$ cat src/rtl/pe_spad_ctrl_if.sv
// pe_spad_ctrl_if -- bundle of the start/config inputs, the weight and
// ifmap streams, the filter/ifmap RF write and read ports, the MAC control
// strobes and the busy/done status of one PE scratchpad controller.
//   slave  : seen by the controller (config and stream inputs in, RF/MAC/status out)
//   master : seen by the environment driving the controller
interface pe_spad_ctrl_if #(
    parameter int DATA_BITWIDTH = 8,
    parameter int ADDR_BITWIDTH = 3
);
    logic                     i_start;
    logic [ADDR_BITWIDTH:0]   i_cfg_len;
    logic [7:0]               i_cfg_nout;

    logic                     i_filt_valid;
    logic                     o_filt_ready;
    logic [DATA_BITWIDTH-1:0] i_filt_data;

    logic                     i_ifm_valid;
    logic                     o_ifm_ready;
    logic [DATA_BITWIDTH-1:0] i_ifm_data;

    logic                     o_f_we;
    logic [ADDR_BITWIDTH-1:0] o_f_wa;
    logic [DATA_BITWIDTH-1:0] o_f_wd;
    logic [ADDR_BITWIDTH-1:0] o_f_ra;

    logic                     o_i_we;
    logic [ADDR_BITWIDTH-1:0] o_i_wa;
    logic [DATA_BITWIDTH-1:0] o_i_wd;
    logic [ADDR_BITWIDTH-1:0] o_i_ra;

    logic                     o_mac_en;
    logic                     o_mac_first;
    logic                     o_mac_last;
    logic                     o_busy;
    logic                     o_done;

    modport slave (
        input  i_start, i_cfg_len, i_cfg_nout,
        input  i_filt_valid, i_filt_data, i_ifm_valid, i_ifm_data,
        output o_filt_ready, o_ifm_ready,
        output o_f_we, o_f_wa, o_f_wd, o_f_ra,
        output o_i_we, o_i_wa, o_i_wd, o_i_ra,
        output o_mac_en, o_mac_first, o_mac_last, o_busy, o_done
    );

    modport master (
        output i_start, i_cfg_len, i_cfg_nout,
        output i_filt_valid, i_filt_data, i_ifm_valid, i_ifm_data,
        input  o_filt_ready, o_ifm_ready,
        input  o_f_we, o_f_wa, o_f_wd, o_f_ra,
        input  o_i_we, o_i_wa, o_i_wd, o_i_ra,
        input  o_mac_en, o_mac_first, o_mac_last, o_busy, o_done
    );
endinterface

$ cat src/rtl/pe_spad_ctrl.sv
// pe_spad_ctrl -- scratchpad controller of a row-stationary PE.
// Loads S filter weights and S ifmap samples into two RFs, then produces N
// partial sums of length S. Between sums one new ifmap sample is written over
// the oldest slot and the read window slides by one (circular, modulo RC).
// Ports:
//   i_clk  : clock, all state on the rising edge
//   i_rst  : synchronous active-high reset; also forces all outputs to 0
//   bus    : pe_spad_ctrl_if.slave -- start/config, weight and ifmap
//            streams, filter/ifmap RF ports, MAC strobes, busy/done
module pe_spad_ctrl #(
    parameter int DATA_BITWIDTH = 8,
    parameter int ADDR_BITWIDTH = 3
) (
    input  logic           i_clk,
    input  logic           i_rst,
    pe_spad_ctrl_if.slave  bus
);
    localparam int RC = 1 << ADDR_BITWIDTH;
    localparam int LW = ADDR_BITWIDTH + 1;

    typedef enum logic [2:0] {IDLE, LD_FILT, LD_IFM, COMPUTE, SHIFT, DONE} state_t;

    state_t                   state, state_nx;
    logic [ADDR_BITWIDTH-1:0] cnt, cnt_nx;
    logic [ADDR_BITWIDTH-1:0] base, base_nx;
    logic [7:0]               ocnt, ocnt_nx;
    logic [7:0]               nout, nout_nx;
    logic [LW-1:0]            slen, slen_nx;

    logic cnt_last;
    logic cfg_ok;

    assign cnt_last = ({1'b0, cnt} == (slen - LW'(1)));
    assign cfg_ok   = (bus.i_cfg_len != '0) && (bus.i_cfg_len <= LW'(RC)) &&
                      (bus.i_cfg_nout != 8'd0);

    always_ff @(posedge i_clk) begin
        if (i_rst) begin
            state <= IDLE;
            cnt   <= '0;
            base  <= '0;
            ocnt  <= '0;
            nout  <= '0;
            slen  <= '0;
        end else begin
            state <= state_nx;
            cnt   <= cnt_nx;
            base  <= base_nx;
            ocnt  <= ocnt_nx;
            nout  <= nout_nx;
            slen  <= slen_nx;
        end
    end

    always_comb begin
        state_nx = state;
        cnt_nx   = cnt;
        base_nx  = base;
        ocnt_nx  = ocnt;
        nout_nx  = nout;
        slen_nx  = slen;

        bus.o_filt_ready = 1'b0;
        bus.o_ifm_ready  = 1'b0;
        bus.o_f_we       = 1'b0;
        bus.o_f_wa       = '0;
        bus.o_f_wd       = '0;
        bus.o_f_ra       = '0;
        bus.o_i_we       = 1'b0;
        bus.o_i_wa       = '0;
        bus.o_i_wd       = '0;
        bus.o_i_ra       = '0;
        bus.o_mac_en     = 1'b0;
        bus.o_mac_first  = 1'b0;
        bus.o_mac_last   = 1'b0;
        bus.o_busy       = (state != IDLE);
        bus.o_done       = 1'b0;

        case (state)
            IDLE: begin
                if (bus.i_start && cfg_ok) begin
                    slen_nx  = bus.i_cfg_len;
                    nout_nx  = bus.i_cfg_nout;
                    cnt_nx   = '0;
                    base_nx  = '0;
                    ocnt_nx  = '0;
                    state_nx = LD_FILT;
                end
            end
            LD_FILT: begin
                bus.o_filt_ready = 1'b1;
                if (bus.i_filt_valid) begin
                    bus.o_f_we = 1'b1;
                    bus.o_f_wa = cnt;
                    bus.o_f_wd = bus.i_filt_data;
                    if (cnt_last) begin
                        cnt_nx   = '0;
                        state_nx = LD_IFM;
                    end else begin
                        cnt_nx = cnt + 1'b1;
                    end
                end
            end
            LD_IFM: begin
                bus.o_ifm_ready = 1'b1;
                if (bus.i_ifm_valid) begin
                    bus.o_i_we = 1'b1;
                    bus.o_i_wa = cnt;
                    bus.o_i_wd = bus.i_ifm_data;
                    if (cnt_last) begin
                        cnt_nx   = '0;
                        base_nx  = '0;
                        state_nx = COMPUTE;
                    end else begin
                        cnt_nx = cnt + 1'b1;
                    end
                end
            end
            COMPUTE: begin
                // RF reads are combinational, so operands line up with mac_en.
                bus.o_mac_en    = 1'b1;
                bus.o_f_ra      = cnt;
                bus.o_i_ra      = base + cnt;
                bus.o_mac_first = (cnt == '0);
                bus.o_mac_last  = cnt_last;
                if (cnt_last) begin
                    cnt_nx = '0;
                    if (ocnt == (nout - 8'd1)) begin
                        state_nx = DONE;
                    end else begin
                        ocnt_nx  = ocnt + 8'd1;
                        state_nx = SHIFT;
                    end
                end else begin
                    cnt_nx = cnt + 1'b1;
                end
            end
            SHIFT: begin
                // New sample lands one past the window end; with S == RC that
                // is the slot at base, which the finished sum no longer needs.
                bus.o_ifm_ready = 1'b1;
                if (bus.i_ifm_valid) begin
                    bus.o_i_we = 1'b1;
                    bus.o_i_wa = base + slen[ADDR_BITWIDTH-1:0];
                    bus.o_i_wd = bus.i_ifm_data;
                    base_nx    = base + 1'b1;
                    cnt_nx     = '0;
                    state_nx   = COMPUTE;
                end
            end
            DONE: begin
                bus.o_done = 1'b1;
                state_nx   = IDLE;
            end
            default: state_nx = IDLE;
        endcase

        // Reset quiets every output in the cycle it is asserted, so no RF
        // write or MAC strobe can escape while the state is being cleared.
        if (i_rst) begin
            bus.o_filt_ready = 1'b0;
            bus.o_ifm_ready  = 1'b0;
            bus.o_f_we       = 1'b0;
            bus.o_f_wa       = '0;
            bus.o_f_wd       = '0;
            bus.o_f_ra       = '0;
            bus.o_i_we       = 1'b0;
            bus.o_i_wa       = '0;
            bus.o_i_wd       = '0;
            bus.o_i_ra       = '0;
            bus.o_mac_en     = 1'b0;
            bus.o_mac_first  = 1'b0;
            bus.o_mac_last   = 1'b0;
            bus.o_busy       = 1'b0;
            bus.o_done       = 1'b0;
        end
    end
endmodule

$ cat src/flat_wrapper.sv
// flat-port wrapper written by rule: the top's interface ports become plain ports
module pe_spad_ctrl_flat 
#(
    parameter int DATA_BITWIDTH = 8,
    parameter int ADDR_BITWIDTH = 3
)
  (i_clk, i_rst, bus_i_start, bus_i_cfg_len, bus_i_cfg_nout, bus_i_filt_valid, bus_i_filt_data, bus_i_ifm_valid, bus_i_ifm_data, bus_o_filt_ready, bus_o_ifm_ready, bus_o_f_we, bus_o_f_wa, bus_o_f_wd, bus_o_f_ra, bus_o_i_we, bus_o_i_wa, bus_o_i_wd, bus_o_i_ra, bus_o_mac_en, bus_o_mac_first, bus_o_mac_last, bus_o_busy, bus_o_done);
  pe_spad_ctrl_if #(.DATA_BITWIDTH(DATA_BITWIDTH), .ADDR_BITWIDTH(ADDR_BITWIDTH)) bus_i ();
  input  logic i_clk;
  input  logic i_rst;
  input wire logic [$bits(bus_i.i_start)-1:0] bus_i_start;
  input wire logic [$bits(bus_i.i_cfg_len)-1:0] bus_i_cfg_len;
  input wire logic [$bits(bus_i.i_cfg_nout)-1:0] bus_i_cfg_nout;
  input wire logic [$bits(bus_i.i_filt_valid)-1:0] bus_i_filt_valid;
  input wire logic [$bits(bus_i.i_filt_data)-1:0] bus_i_filt_data;
  input wire logic [$bits(bus_i.i_ifm_valid)-1:0] bus_i_ifm_valid;
  input wire logic [$bits(bus_i.i_ifm_data)-1:0] bus_i_ifm_data;
  output wire logic [$bits(bus_i.o_filt_ready)-1:0] bus_o_filt_ready;
  output wire logic [$bits(bus_i.o_ifm_ready)-1:0] bus_o_ifm_ready;
  output wire logic [$bits(bus_i.o_f_we)-1:0] bus_o_f_we;
  output wire logic [$bits(bus_i.o_f_wa)-1:0] bus_o_f_wa;
  output wire logic [$bits(bus_i.o_f_wd)-1:0] bus_o_f_wd;
  output wire logic [$bits(bus_i.o_f_ra)-1:0] bus_o_f_ra;
  output wire logic [$bits(bus_i.o_i_we)-1:0] bus_o_i_we;
  output wire logic [$bits(bus_i.o_i_wa)-1:0] bus_o_i_wa;
  output wire logic [$bits(bus_i.o_i_wd)-1:0] bus_o_i_wd;
  output wire logic [$bits(bus_i.o_i_ra)-1:0] bus_o_i_ra;
  output wire logic [$bits(bus_i.o_mac_en)-1:0] bus_o_mac_en;
  output wire logic [$bits(bus_i.o_mac_first)-1:0] bus_o_mac_first;
  output wire logic [$bits(bus_i.o_mac_last)-1:0] bus_o_mac_last;
  output wire logic [$bits(bus_i.o_busy)-1:0] bus_o_busy;
  output wire logic [$bits(bus_i.o_done)-1:0] bus_o_done;
  assign bus_i.i_start = bus_i_start;
  assign bus_i.i_cfg_len = bus_i_cfg_len;
  assign bus_i.i_cfg_nout = bus_i_cfg_nout;
  assign bus_i.i_filt_valid = bus_i_filt_valid;
  assign bus_i.i_filt_data = bus_i_filt_data;
  assign bus_i.i_ifm_valid = bus_i_ifm_valid;
  assign bus_i.i_ifm_data = bus_i_ifm_data;
  assign bus_o_filt_ready = bus_i.o_filt_ready;
  assign bus_o_ifm_ready = bus_i.o_ifm_ready;
  assign bus_o_f_we = bus_i.o_f_we;
  assign bus_o_f_wa = bus_i.o_f_wa;
  assign bus_o_f_wd = bus_i.o_f_wd;
  assign bus_o_f_ra = bus_i.o_f_ra;
  assign bus_o_i_we = bus_i.o_i_we;
  assign bus_o_i_wa = bus_i.o_i_wa;
  assign bus_o_i_wd = bus_i.o_i_wd;
  assign bus_o_i_ra = bus_i.o_i_ra;
  assign bus_o_mac_en = bus_i.o_mac_en;
  assign bus_o_mac_first = bus_i.o_mac_first;
  assign bus_o_mac_last = bus_i.o_mac_last;
  assign bus_o_busy = bus_i.o_busy;
  assign bus_o_done = bus_i.o_done;
  pe_spad_ctrl #(.DATA_BITWIDTH(DATA_BITWIDTH), .ADDR_BITWIDTH(ADDR_BITWIDTH)) u_core (.i_clk(i_clk), .i_rst(i_rst), .bus(bus_i));
endmodule
$ cat config.mk
export PLATFORM = sky130hd
export DESIGN_NAME = pe_spad_ctrl_flat
export DESIGN_NICKNAME = d
export VERILOG_FILES = /design/src/rtl/pe_spad_ctrl_if.sv /design/src/rtl/pe_spad_ctrl.sv /design/src/flat_wrapper.sv
export SDC_FILE = /design/constraint.sdc
export NUM_CORES = 1
export LEC_CHECK = 0
export BUFFER_PORTS_ARGS = -buffer_cell sky130_fd_sc_hd__buf_2
export CAP_MARGIN = 10
export CORE_UTILIZATION = 40
export CTS_CLUSTER_SIZE = 25
export DETAILED_ROUTE_END_ITERATION = 10
export PLACE_DENSITY = 0.67
export SKIP_LAST_GASP = 1
export SYNTH_ARGS = -nofsm -noshare
export SYNTH_HDL_FRONTEND = slang
export SYNTH_SLANG_ARGS = --single-unit
export TNS_END_PERCENT = 100
$ cat constraint.sdc
create_clock -name i_clk -period 2.6 [get_ports i_clk]
set_input_delay 0.52 -clock i_clk [delete_from_list [all_inputs] [get_ports i_clk]]
set_output_delay 0.52 -clock i_clk [all_outputs]
set_load 0.01 [all_outputs]
==> impl_metrics.sql <==
INSERT INTO impl_metrics (metric_group, metric, value, unit) VALUES
('run_status', 'outcome', 'completed', ''),
('worst_setup_path', 'setup.worst_path.class', 'flop to output pin', ''),
('logic_synthesis', 'synth_seq_area_share', '25.16', '%'),
('logic_synthesis', 'number_of_enable_type_register_cells_in_the_synthesized_netlist', '0', ''),
('clock_network', 'cts_tree', 'done', ''),
('placement', 'post-dp-hpwl', '4471', 'µm'),
('sta', 'fmaxAchievable', '0.4112', 'GHz'),
('logic_synthesis', 'avgSynthCellArea', '7.929', 'µm²'),
('die', 'die_area', '6075', 'µm²'),
('routing', 'detail_route.wirelength', '5857', 'µm'),
('worst_setup_path', 'cp-end-kind', 'output pin', ''),
('finish', 'fill_cells', '554', ''),
('power', 'leakage', '0.001398', 'µW'),
('worst_setup_path', 'worst_r2r_endpoint', 'u_core.ocnt[2]$_SDFFE_PP0P_', ''),
('power', 'power_density', '385.8', 'nW/µm²'),
('run', 'max_cap_violations', '0', ''),
('finish', 'layout.cells.most_common', 'sky130_fd_sc_hd__buf_2', ''),
('power', 'clock_power_share', '36.8', '%'),
('clock_network', 'cts.path.max_buffers', '2', ''),
('routing', 'via_count', '2298', ''),
('finish', 'finalInstanceArea', '2872', 'µm²'),
('logic_synthesis', 'synth_simple_gate_area_share', '28.63', '%'),
('logic_synthesis', 'synth-adder-area-share', '6.074', '%'),
('routing', 'avgViaCountPerCell', '5.271', ''),
('clock_network', 'cts_setup_buffers', '0', ''),
('clock_network', 'number_of_clock_sinks_seen_by_cts', '29', ''),
('sta', 'timing.slew.headroom', '65.16', '%'),
('worst_setup_path', 'endpoint', 'bus_o_i_wa[2]', ''),
('die', 'core_area', '5540', 'µm²'),
('power', 'combinationalPowerShare', '20.0', '%'),
('routing', 'postRouteAntennaNets', '0', ''),
('global_routing', 'grt_pass1_vias', '2100', ''),
('global_routing', 'largest_net_degree_at_the_start_of_global_routing', '22', ''),
('sta', 'worst_slack', '0.1680', 'ns'),
('finish', 'share_of_layout_cells_above_drive_strength_1', '26.37', '%'),
('worst_setup_path', 'r2r.worst_path.cells', '9', ''),
('die', 'die_y', '77.95', 'µm'),
('logic_synthesis', 'synth_seq_cells', '29', ''),
('sta', 'min_period_over_period', '93.54', '%'),
('worst_setup_path', 'timing.reg2reg.setup_slack', '0.24', 'ns'),
('power', 'seq_power_share', '43.3', '%'),
('worst_setup_path', 'start_kind', 'flop', ''),
('sta', 'grt_setup_unrepaired', 'false', ''),
('sta', 'final.setup.tns', '0', 'ns'),
('sta', 'worst_slew_pin_slew', '0.5094', 'ns'),
('routing', 'routedWlPerCell', '13.43', 'µm'),
('clock_network', 'source_to_sink_clock_delay_at_the_later_pin_of_the_worst_skew_pair', '0.28', 'ns'),
('routing', 'detailedRoute.firstPassIterationCount', '4', ''),
('clock_network', 'postCtsResizedCells', '0', ''),
('sta', 'final-setup-viol-count', '0', ''),
('sta', 'fin_crit', '2.432', 'ns'),
('logic_synthesis', 'ys_warn_count', '0', ''),
('worst_setup_path', 'reg2reg_start', 'u_core.slen[0]$_SDFFE_PP0P_', ''),
('finish', 'total_area_of_multi_input_combinational_cells', '1597', 'µm²'),
('power', 'power.internal', '799.2', 'µW'),
('routing', 'initialDrtViolationCount', '223', ''),
('logic_synthesis', 'mappedNetlistArea', '2307', 'µm²'),
('routing', 'remaining_drc_errors', '0', ''),
('clock_network', 'tritoncts.num_buffers', '5', ''),
('logic_synthesis', 'instance_count_of_the_mapped_netlist', '291', ''),
('finish', 'antenna_cell_count', '0', ''),
('die', 'die_width', '77.95', 'µm'),
('clock_network', 'cts_clock_pin_slew_for_the_worst_setup_and_hold_paths', '0.06', 'ns'),
('power', 'total_power', '1108', 'µW'),
('sta', 'timing_max_transition_violations_final', '0', ''),
('logic_synthesis', 'synth_compound_area_share', '19.74', '%'),
('power', 'net_sw_share', '27.85', '%'),
('logic_synthesis', 'synthDistinctLibCells', '53', ''),
('placement', 'io_buffers', '69', ''),
('power', 'total_switching_power', '308.6', 'µW'),
('worst_hold_path', 'timing.hold.worst.class', 'input port to flop', '');
-- metrics by stage --
stage	hold slack [ns]	util, %	instances
finish	0.4948	51.83	436
global route	0.5167	51.83	436
CTS	0.4945	51.83	436
detailed placement	0.4946	50.00	428
global placement	0.4797	50.00	428
floorplan	0.4544	-	291
-- power groups by stage --
stage | Clock [µW] | Sequential (µW) | Combinational, µW
floorplan | 0 | 484 | 151
global placement | 0 | 489 | 217
detailed placement | 0 | 489 | 220
CTS | 418 | 479 | 221
global route | 440 | 482 | 249
finish | 407 | 479 | 221
-- cell type report --
| cell class | count | area share, % |
|---|---|---|
| Multi-Input combinational cell | 231 | 55.60 |
| Sequential cell | 29 | 20.22 |
| Timing Repair Buffer | 84 | 15.95 |
| Clock buffer | 7 | 3.355 |
| Tap cell | 72 | 3.137 |
| Inverter | 12 | 1.569 |
| Clock inverter | 1 | 0.1743 |
-- per-layer routing --
metal	part of all wire (%)	vias up	global-route usage, %
li1	-	1189	-
met1	50	1055	29.05
met2	45	50	29.91
met3	4.2	4	3.647
met4	0.58	0	6.111
met5	0	-	0
-- synth_stat cells, types with 2 or more instances --
library cell                 n  area, µm²
sky130_fd_sc_hd__nor3_1      4      20.02
sky130_fd_sc_hd__xor2_1      9      78.83
sky130_fd_sc_hd__o21a_1      4      30.03
sky130_fd_sc_hd__and3b_1     2      17.52
sky130_fd_sc_hd__a2111oi_0   5      43.79
sky130_fd_sc_hd__a22oi_1     3      22.52
sky130_fd_sc_hd__nand4_1     4      25.02
sky130_fd_sc_hd__a21boi_0    4      30.03
sky130_fd_sc_hd__dfxtp_1    29      580.6
sky130_fd_sc_hd__nand4b_1    2      17.52
sky130_fd_sc_hd__fa_1        2      40.04
sky130_fd_sc_hd__and2_1      8      50.05
sky130_fd_sc_hd__inv_1      11      41.29
sky130_fd_sc_hd__o21ai_0     9      45.04
sky130_fd_sc_hd__o211ai_1    2      15.01
sky130_fd_sc_hd__xnor2_1     7      61.31
sky130_fd_sc_hd__a211oi_1    5      37.54
sky130_fd_sc_hd__o31ai_1     3      22.52
sky130_fd_sc_hd__nor2b_1     5      31.28
sky130_fd_sc_hd__mux2i_1    20      200.2
sky130_fd_sc_hd__nor2_1     33      123.9
sky130_fd_sc_hd__buf_2       4      20.02
sky130_fd_sc_hd__nor4_1      4      25.02
sky130_fd_sc_hd__nor3b_1     2      15.01
sky130_fd_sc_hd__ha_1        8      100.1
sky130_fd_sc_hd__nand2b_1    9      56.30
sky130_fd_sc_hd__a211o_1     3      26.28
sky130_fd_sc_hd__nand2_1    18      67.56
sky130_fd_sc_hd__o31a_1      2      17.52
sky130_fd_sc_hd__clkbuf_1   12      45.04
sky130_fd_sc_hd__o21bai_1    3      22.52
sky130_fd_sc_hd__nand3_1     7      35.03
sky130_fd_sc_hd__a21oi_1    10      50.05
sky130_fd_sc_hd__and3_1     19      118.9
-- worst max-delay path, cell delays in order (launching register included) --
cell,delay [ns]
sky130_fd_sc_hd__dfxtp_1,0.38
sky130_fd_sc_hd__ha_1,0.22
sky130_fd_sc_hd__fa_1,0.37
sky130_fd_sc_hd__xnor2_1,0.18
sky130_fd_sc_hd__xnor2_1,0.14
sky130_fd_sc_hd__a22oi_1,0.09
sky130_fd_sc_hd__nor2_1,0.12
sky130_fd_sc_hd__buf_2,0.14
-- kinds of logic after synthesis --
| group | Yosys count |
|---|---|
| AOI/OAI and AO/OA | 62 |
| xor gates and xnor gates | 16 |
| adders and majority gates | 10 |
| buffers and inverters | 31 |
| DFF | 29 |
| muxes | 20 |
| and+or+nand+nor | 123 |
-- flip-flops by register name, summed over array words and instances, names as in the netlist --
register,flops
u_core.base,3
u_core.slen,4
u_core.ocnt,8
u_core.state,3
u_core.nout,8
u_core.cnt,3
-- worst min-delay path by stage --
stage	startpoint	to	slack, ns	depth (start not counted)
floorplan	u_core.ocnt[7]$_SDFFE_PP0P_	u_core.ocnt[7]$_SDFFE_PP0P_	0.45	2
finish	bus_i_cfg_nout[1]	u_core.nout[1]$_SDFFE_PP0P_	0.49	3
global route	bus_i_cfg_len[3]	u_core.slen[3]$_SDFFE_PP0P_	0.52	3
global placement	u_core.ocnt[7]$_SDFFE_PP0P_	u_core.ocnt[7]$_SDFFE_PP0P_	0.48	2
detailed placement	u_core.ocnt[7]$_SDFFE_PP0P_	u_core.ocnt[7]$_SDFFE_PP0P_	0.49	2
CTS	bus_i_cfg_nout[1]	u_core.nout[1]$_SDFFE_PP0P_	0.49	3
Power figures use the tool's default switching activity.
